==> config.mk <==
export PLATFORM = sky130hd
export DESIGN_NAME = mem_port_arbiter_flat
export DESIGN_NICKNAME = d
export VERILOG_FILES = /design/src/rtl/mem_port_arbiter_if.sv /design/src/rtl/mem_port_arbiter.sv /design/src/flat_wrapper.sv
export SDC_FILE = /design/constraint.sdc
export NUM_CORES = 1
export LEC_CHECK = 0
export CORE_AREA = 2 2 86 88
export DETAILED_ROUTE_END_ITERATION = 10
export DIE_AREA = 0 0 88 90
export MAX_ROUTING_LAYER = met4
export PLACE_DENSITY_LB_ADDON = 0.05
export SETUP_SLACK_MARGIN = 0.4
export SYNTH_ARGS = -nofsm -noshare
export SYNTH_HDL_FRONTEND = slang
export SYNTH_SLANG_ARGS = --single-unit
==> constraint.sdc <==
create_clock -name clk -period 2.6 [get_ports clk]
set_input_delay 0.26 -clock clk [delete_from_list [all_inputs] [get_ports clk]]
set_output_delay 0.26 -clock clk [all_outputs]
set_load 0.05 [all_outputs]
==> src/rtl/mem_port_arbiter_if.sv <==
// Handshake bundle between the pipeline's IF/MEM stages, the arbiter and the unified memory.
// The slave modport is the arbiter's view; master is the requester/memory side.
interface mem_port_arbiter_if #(
  parameter int unsigned ADDR_W = 12,
  parameter int unsigned DATA_W = 19
);
  logic              if_req;
  logic [ADDR_W-1:0] if_addr;
  logic              if_ready;
  logic [DATA_W-1:0] if_rdata;
  logic              if_stall;

  logic              d_req;
  logic              d_we;
  logic [ADDR_W-1:0] d_addr;
  logic [DATA_W-1:0] d_wdata;
  logic              d_ready;
  logic [DATA_W-1:0] d_rdata;
  logic              d_stall;

  logic              mem_en;
  logic              mem_we;
  logic [ADDR_W-1:0] mem_addr;
  logic [DATA_W-1:0] mem_wdata;
  logic [DATA_W-1:0] mem_rdata;

  modport slave (
    input  if_req, if_addr, d_req, d_we, d_addr, d_wdata, mem_rdata,
    output if_ready, if_rdata, if_stall, d_ready, d_rdata, d_stall,
    output mem_en, mem_we, mem_addr, mem_wdata
  );

  modport master (
    output if_req, if_addr, d_req, d_we, d_addr, d_wdata, mem_rdata,
    input  if_ready, if_rdata, if_stall, d_ready, d_rdata, d_stall,
    input  mem_en, mem_we, mem_addr, mem_wdata
  );
endinterface

==> src/rtl/mem_port_arbiter.sv <==
// Arbitrates one single-port memory between instruction fetch and data access, data first.
// Define MEM_ARB_STARVE_GUARD_EN to force an IF grant after STARVE_MAX back-to-back data grants.
module mem_port_arbiter #(
  parameter int unsigned ADDR_W     = 12,
  parameter int unsigned DATA_W     = 19,
  parameter int unsigned MEM_LAT    = 2,
  parameter int unsigned STARVE_MAX = 4
) (
  input  logic             clk,
  input  logic             reset,
  mem_port_arbiter_if.slave bus
);

  localparam logic [3:0] LatM1     = 4'(MEM_LAT - 1);
  localparam logic [3:0] StarveMax = 4'(STARVE_MAX);

  if (MEM_LAT < 1 || MEM_LAT > 15 || STARVE_MAX > 15) begin : gen_param_err
    $error("mem_port_arbiter: MEM_LAT must be 1..15 and STARVE_MAX at most 15");
  end

  typedef enum logic [1:0] {StIdle, StBusyIf, StBusyD} state_e;

  state_e            state_q, state_d;
  logic [3:0]        cnt_q, cnt_d;
  logic              we_q, we_d;
  logic [DATA_W-1:0] if_rdata_q, if_rdata_d;
  logic [DATA_W-1:0] d_rdata_q, d_rdata_d;

  logic              grant_if, grant_d, force_if;
  logic              mem_en, mem_we;
  logic [ADDR_W-1:0] mem_addr;
  logic [DATA_W-1:0] mem_wdata;
  logic              if_ready, d_ready;
  logic [DATA_W-1:0] if_rdata, d_rdata;

`ifdef MEM_ARB_STARVE_GUARD_EN
  logic [3:0] starve_q, starve_d;

  // Counts data grants that bypassed a waiting fetch; saturates rather than wrapping.
  always_comb begin
    starve_d = starve_q;
    if (grant_if) begin
      starve_d = '0;
    end else if (grant_d) begin
      if (!bus.if_req) begin
        starve_d = '0;
      end else if (starve_q != 4'hf) begin
        starve_d = starve_q + 4'd1;
      end
    end
  end

  assign force_if = bus.if_req && (starve_q >= StarveMax);

  always_ff @(posedge clk) begin
    if (!reset) begin
      starve_q <= '0;
    end else begin
      starve_q <= starve_d;
    end
  end
`else
  assign force_if = 1'b0;
`endif

  always_comb begin
    state_d    = state_q;
    cnt_d      = cnt_q;
    we_d       = we_q;
    if_rdata_d = if_rdata_q;
    d_rdata_d  = d_rdata_q;
    grant_if   = 1'b0;
    grant_d    = 1'b0;
    mem_en     = 1'b0;
    mem_we     = 1'b0;
    mem_addr   = '0;
    mem_wdata  = '0;
    if_ready   = 1'b0;
    d_ready    = 1'b0;
    if_rdata   = if_rdata_q;
    d_rdata    = d_rdata_q;

    // Nothing issues or completes while reset is held; the flops clear at the edge.
    if (reset) begin
      case (state_q)
        StIdle: begin
          if (bus.d_req && !force_if) begin
            grant_d   = 1'b1;
            mem_en    = 1'b1;
            mem_we    = bus.d_we;
            mem_addr  = bus.d_addr;
            mem_wdata = bus.d_wdata;
            we_d      = bus.d_we;
            cnt_d     = LatM1;
            state_d   = StBusyD;
          end else if (bus.if_req) begin
            grant_if  = 1'b1;
            mem_en    = 1'b1;
            mem_addr  = bus.if_addr;
            we_d      = 1'b0;
            cnt_d     = LatM1;
            state_d   = StBusyIf;
          end
        end
        StBusyIf: begin
          if (cnt_q == 4'd0) begin
            if_ready   = 1'b1;
            if_rdata   = bus.mem_rdata;
            if_rdata_d = bus.mem_rdata;
            state_d    = StIdle;
          end else begin
            cnt_d = cnt_q - 4'd1;
          end
        end
        StBusyD: begin
          if (cnt_q == 4'd0) begin
            d_ready = 1'b1;
            // A write acknowledge leaves the last read word in place.
            if (!we_q) begin
              d_rdata   = bus.mem_rdata;
              d_rdata_d = bus.mem_rdata;
            end
            state_d = StIdle;
          end else begin
            cnt_d = cnt_q - 4'd1;
          end
        end
        default: state_d = StIdle;
      endcase
    end
  end

  always_ff @(posedge clk) begin
    if (!reset) begin
      state_q    <= StIdle;
      cnt_q      <= '0;
      we_q       <= 1'b0;
      if_rdata_q <= '0;
      d_rdata_q  <= '0;
    end else begin
      state_q    <= state_d;
      cnt_q      <= cnt_d;
      we_q       <= we_d;
      if_rdata_q <= if_rdata_d;
      d_rdata_q  <= d_rdata_d;
    end
  end

  assign bus.mem_en    = mem_en;
  assign bus.mem_we    = mem_we;
  assign bus.mem_addr  = mem_addr;
  assign bus.mem_wdata = mem_wdata;
  assign bus.if_ready  = if_ready;
  assign bus.if_rdata  = if_rdata;
  assign bus.d_ready   = d_ready;
  assign bus.d_rdata   = d_rdata;
  assign bus.if_stall  = reset & bus.if_req & ~if_ready;
  assign bus.d_stall   = reset & bus.d_req & ~d_ready;

endmodule
==> src/flat_wrapper.sv <==
// flat-port wrapper written by rule: the top's interface ports become plain ports
module mem_port_arbiter_flat 
#(
  parameter int unsigned ADDR_W     = 12,
  parameter int unsigned DATA_W     = 19,
  parameter int unsigned MEM_LAT    = 2,
  parameter int unsigned STARVE_MAX = 4
)
  (clk, reset, bus_if_req, bus_if_addr, bus_d_req, bus_d_we, bus_d_addr, bus_d_wdata, bus_mem_rdata, bus_if_ready, bus_if_rdata, bus_if_stall, bus_d_ready, bus_d_rdata, bus_d_stall, bus_mem_en, bus_mem_we, bus_mem_addr, bus_mem_wdata);
  mem_port_arbiter_if #(.ADDR_W(ADDR_W), .DATA_W(DATA_W)) bus_i ();
  input  logic clk;
  input  logic reset;
  input wire logic [$bits(bus_i.if_req)-1:0] bus_if_req;
  input wire logic [$bits(bus_i.if_addr)-1:0] bus_if_addr;
  input wire logic [$bits(bus_i.d_req)-1:0] bus_d_req;
  input wire logic [$bits(bus_i.d_we)-1:0] bus_d_we;
  input wire logic [$bits(bus_i.d_addr)-1:0] bus_d_addr;
  input wire logic [$bits(bus_i.d_wdata)-1:0] bus_d_wdata;
  input wire logic [$bits(bus_i.mem_rdata)-1:0] bus_mem_rdata;
  output wire logic [$bits(bus_i.if_ready)-1:0] bus_if_ready;
  output wire logic [$bits(bus_i.if_rdata)-1:0] bus_if_rdata;
  output wire logic [$bits(bus_i.if_stall)-1:0] bus_if_stall;
  output wire logic [$bits(bus_i.d_ready)-1:0] bus_d_ready;
  output wire logic [$bits(bus_i.d_rdata)-1:0] bus_d_rdata;
  output wire logic [$bits(bus_i.d_stall)-1:0] bus_d_stall;
  output wire logic [$bits(bus_i.mem_en)-1:0] bus_mem_en;
  output wire logic [$bits(bus_i.mem_we)-1:0] bus_mem_we;
  output wire logic [$bits(bus_i.mem_addr)-1:0] bus_mem_addr;
  output wire logic [$bits(bus_i.mem_wdata)-1:0] bus_mem_wdata;
  assign bus_i.if_req = bus_if_req;
  assign bus_i.if_addr = bus_if_addr;
  assign bus_i.d_req = bus_d_req;
  assign bus_i.d_we = bus_d_we;
  assign bus_i.d_addr = bus_d_addr;
  assign bus_i.d_wdata = bus_d_wdata;
  assign bus_i.mem_rdata = bus_mem_rdata;
  assign bus_if_ready = bus_i.if_ready;
  assign bus_if_rdata = bus_i.if_rdata;
  assign bus_if_stall = bus_i.if_stall;
  assign bus_d_ready = bus_i.d_ready;
  assign bus_d_rdata = bus_i.d_rdata;
  assign bus_d_stall = bus_i.d_stall;
  assign bus_mem_en = bus_i.mem_en;
  assign bus_mem_we = bus_i.mem_we;
  assign bus_mem_addr = bus_i.mem_addr;
  assign bus_mem_wdata = bus_i.mem_wdata;
  mem_port_arbiter #(.ADDR_W(ADDR_W), .DATA_W(DATA_W), .MEM_LAT(MEM_LAT), .STARVE_MAX(STARVE_MAX)) u_core (.clk(clk), .reset(reset), .bus(bus_i));
endmodule
==> flow_summary_export.csv <==
group,metric,value,unit
clock_tree,hold_buffers,0,
final_layout,final_common_cell,"buf_12",
global_route,grt_max_degree,32,
clock_tree,clockBufferDepth,2,
worst_setup_path,end_kind,"output pin",
worst_setup_path,worstPathMaxFanout,8,
final_layout,drive_gt1_share,37.14,%
synthesis,async_flop_share,0,%
clock_tree,path_clk_slew,0.08,ns
synthesis,synth_edf_count,0,
global_route,grt_first_pass_wirelength,14600,µm
synthesis,syn-instance-count,295,
global_route,grt_usage,23.97,%
sta,finalMaxSlewViolations,0,
synthesis,synthFlopType,"dfxtp_1",
clock_tree,clock-root-buffer,"clkbuf_8",
worst_setup_path,r2r_slack,0.72,ns
worst_setup_path,timing.rr.start,"u_core.cnt_q[0]$_SDFFE_PN0P_",
worst_setup_path,ff2ff_path_depth,7,
job,cap_violations,0,
sta,worst-slew-pin-transition,0.5467,ns
floorplanning,start_util,37.46,%
worst_hold_path,min_to,"u_core.if_rdata_q[5]$_SDFF_PN0_",
synthesis,synth_area,0.002630,mm²
synthesis,seq_area_frac_synth,34.25,%
floorplanning,die_y,90,µm
floorplanning,pin_count,142,
sta,slew_headroom,63.47,%
sta,hold_slack,0.4670,ns
worst_setup_path,arrival,2.14,ns
power,p_per_area,667.3,mW/mm²
final_layout,most-common-layout-cells,"buf_12 (71), nand2_1 (68), clkdlybuf4s50_1 (65)",
worst_setup_path,crit_required,2.34,ns
floorplanning,die_area,0.007920,mm²
global_route,grt.overflow.total,0,
floorplanning,rows,31,
clock_tree,htreeDepth,2,
worst_setup_path,r2r-end,"u_core.d_rdata_q[14]$_SDFF_PN0_",
synthesis,syn_nets,367,
worst_hold_path,worstHoldStart,"u_core.if_rdata_q[5]$_SDFF_PN0_",
drt,dr.pass1.iters,5,
placement,dp_hpwl,6375,µm
floorplanning,dieWidth,88,µm
synthesis,yosysWarnings,0,
sta,finalSetupViolCount,0,
drt,drt_iter0_drc,123,
sta,clock.fmax,0.4163,GHz
sta,hold_viol,0,
drt,postRouteAntennaNets,0,
sta,fin_crit_sh,92.40,%
sta,period_minus_slack,2.402,ns
placement,io_buffers,141,
clock_tree,clk_latency,0.30,ns
sta,tns,0,ns
clock_tree,cts.sinks,45,
worst_setup_path,start_kind,"register",
drt,drt_wl_total,9533,µm
worst_hold_path,min_path_cells,2,
drt,drc_errors,0,
sta,finClkSkew,0.01278,ns
power,p_leak,2.155,nW
clock_tree,cts_buffers,5,
worst_hold_path,hold_path.class,"reg -> reg",
drt,avgRoutedWirePerCell,17.46,µm
power,vdd_ir_drop_max,461.7,µV
final_layout,fin_nets,518,
final_layout,fill_cells,472,
drt,vias_per_cell,5.007,
final_layout,diodes,0,
final_layout,area_growth,103.1,%
synthesis,synthTopCellsByArea,"dfxtp_1 (34%), mux2_2 (15%), nand2_1 (9.8%), a21boi_0 (5.7%), and2_1 (5.0%)",
synthesis,synth_top_area_cell,"dfxtp_1",
floorplanning,core_area,0.007020,mm²
synthesis,ys_seq_elements,45,
global_route,antenna_found_initial,0,
placement,place.gp.congestion,0.8099,
clock_tree,tritoncts,"done",
sta,rsz0062_at_grt,"yes",
synthesis,ys_types,41,
drt,dr_total_vias,2734,
run_status,outcome,"completed",
worst_setup_path,critPathKind,"reg -> out",
synthesis,synth_area_per_cell,8.915,µm²
synthesis,yosysTopAreaCellShare,34.25,%
global_route,first_global_vias,2797,
Yosys cell counts, types with 2 or more instances:
master,number
dfxtp_1,45
nor2_1,4
mux2_1,4
nor3b_1,4
a21oi_1,3
buf_2,3
mux2_2,34
o311a_1,2
nor2b_1,5
clkbuf_1,14
ha_1,5
mux2i_1,4
o2bb2ai_1,15
a21boi_0,20
buf_1,2
nand2_1,69
o22ai_1,2
a22o_1,11
and3_1,2
inv_1,5
and2_1,21
buf_6,2
worst max path at each step:
stage                                        start              end  slack, ns  cells past startpoint
floorplan             u_core.cnt_q[0]$_SDFFE_PN0P_  bus_d_rdata[14]       0.37                      7
global placement      u_core.cnt_q[0]$_SDFFE_PN0P_  bus_d_rdata[14]       0.30                      7
detailed placement    u_core.cnt_q[0]$_SDFFE_PN0P_  bus_d_rdata[10]       0.24                      7
CTS                   u_core.cnt_q[0]$_SDFFE_PN0P_  bus_d_rdata[10]       0.12                      8
global route        u_core.state_q[0]$_SDFFE_PN0P_  bus_d_rdata[15]       0.09                      8
finish                u_core.cnt_q[0]$_SDFFE_PN0P_  bus_d_rdata[18]       0.20                      8
registers in the layout (all words and copies together), names as in the netlist:
name               cells
u_core.if_rdata_q     19
u_core.state_q         2
u_core.cnt_q           4
u_core.d_rdata_q      19
u_core.we_q            1
timing repair:
| item | CTS | global route |
|---|---|---|
| resized for setup | 36 | 26 |
| endpoints found under the setup margin | 39 | 49 |
| endpoints found under the hold margin | 0 | 0 |
| pin swaps | 3 | 1 |
| setup buffers | 8 | 3 |
| cloned | 3 | 2 |
worst max-delay path, stage by stage (launching register included):
cell and delay [ns]:
dfxtp_2 0.33, inv_2 0.07, ha_4 0.12, or3b_4 0.39, nor3_4 0.12, buf_6 0.18, buf_16 0.16, mux2_4 0.32
buf_12 0.15
per-stage QoR:
| stage | worst slack (ns) | cells | utilization (%) | area (µm²) | power [mW] |
|---|---|---|---|---|---|
| after floorplan | 0.3702 | 295 | - | 2630 | 1.864 |
| after global placement | 0.2990 | 522 | 68.88 | 4836 | 2.709 |
| after detailed placement | 0.2431 | 522 | 68.88 | 4836 | 2.737 |
| after CTS | 0.1224 | 541 | 73.89 | 5187 | 3.461 |
| after global routing | 0.09426 | 546 | 76.08 | 5341 | 3.709 |
| final | 0.1977 | 546 | 76.08 | 5341 | 3.564 |
where the power goes:
part	internal (mW)	total (mW)	leakage [nW]	switching, mW
Combinational	1.09	2.17	1.73	1.08
Clock	0.313	0.554	0.0574	0.242
Sequential	0.779	0.841	0.366	0.0619
kinds of logic (layout without fill, tap and decap cells):
| family | count (synthesis) | after routing | synth area share (%) |
|---|---|---|---|
| AOI/OAI and AO/OA | 61 | 61 | 18.89 |
| DFF | 45 | 45 | 34.25 |
| muxes | 42 | 42 | 17.79 |
| and+or+nand+nor | 114 | 114 | 21.41 |
| adders and majority gates | 5 | 5 | 2.379 |
| buffers and inverters | 28 | 180 | 5.281 |
routing by layer:
| layer | GRT usage, % | wire, µm | vias to the layer above |
|---|---|---|---|
| met5 | - | 0 | - |
| met4 | 5.897 | 163 | 0 |
| met3 | 5.601 | 646 | 14 |
| met2 | 42.05 | 4964 | 101 |
| met1 | 27.07 | 3758 | 1283 |
| li1 | - | - | 1336 |
final cells by class:
class / instances / area (µm²) / area share [%]
repair buffers: 167 / 2387 / 44.69
multi-input cells: 222 / 1785 / 33.43
flip-flops and latches: 45 / 905.9 / 16.96
well taps: 99 / 123.9 / 2.319
clock buffers: 6 / 82.58 / 1.546
clock inverters: 2 / 37.54 / 0.7027
inverters: 5 / 18.77 / 0.3514
Note: power is estimated with default switching activity, not from simulation.
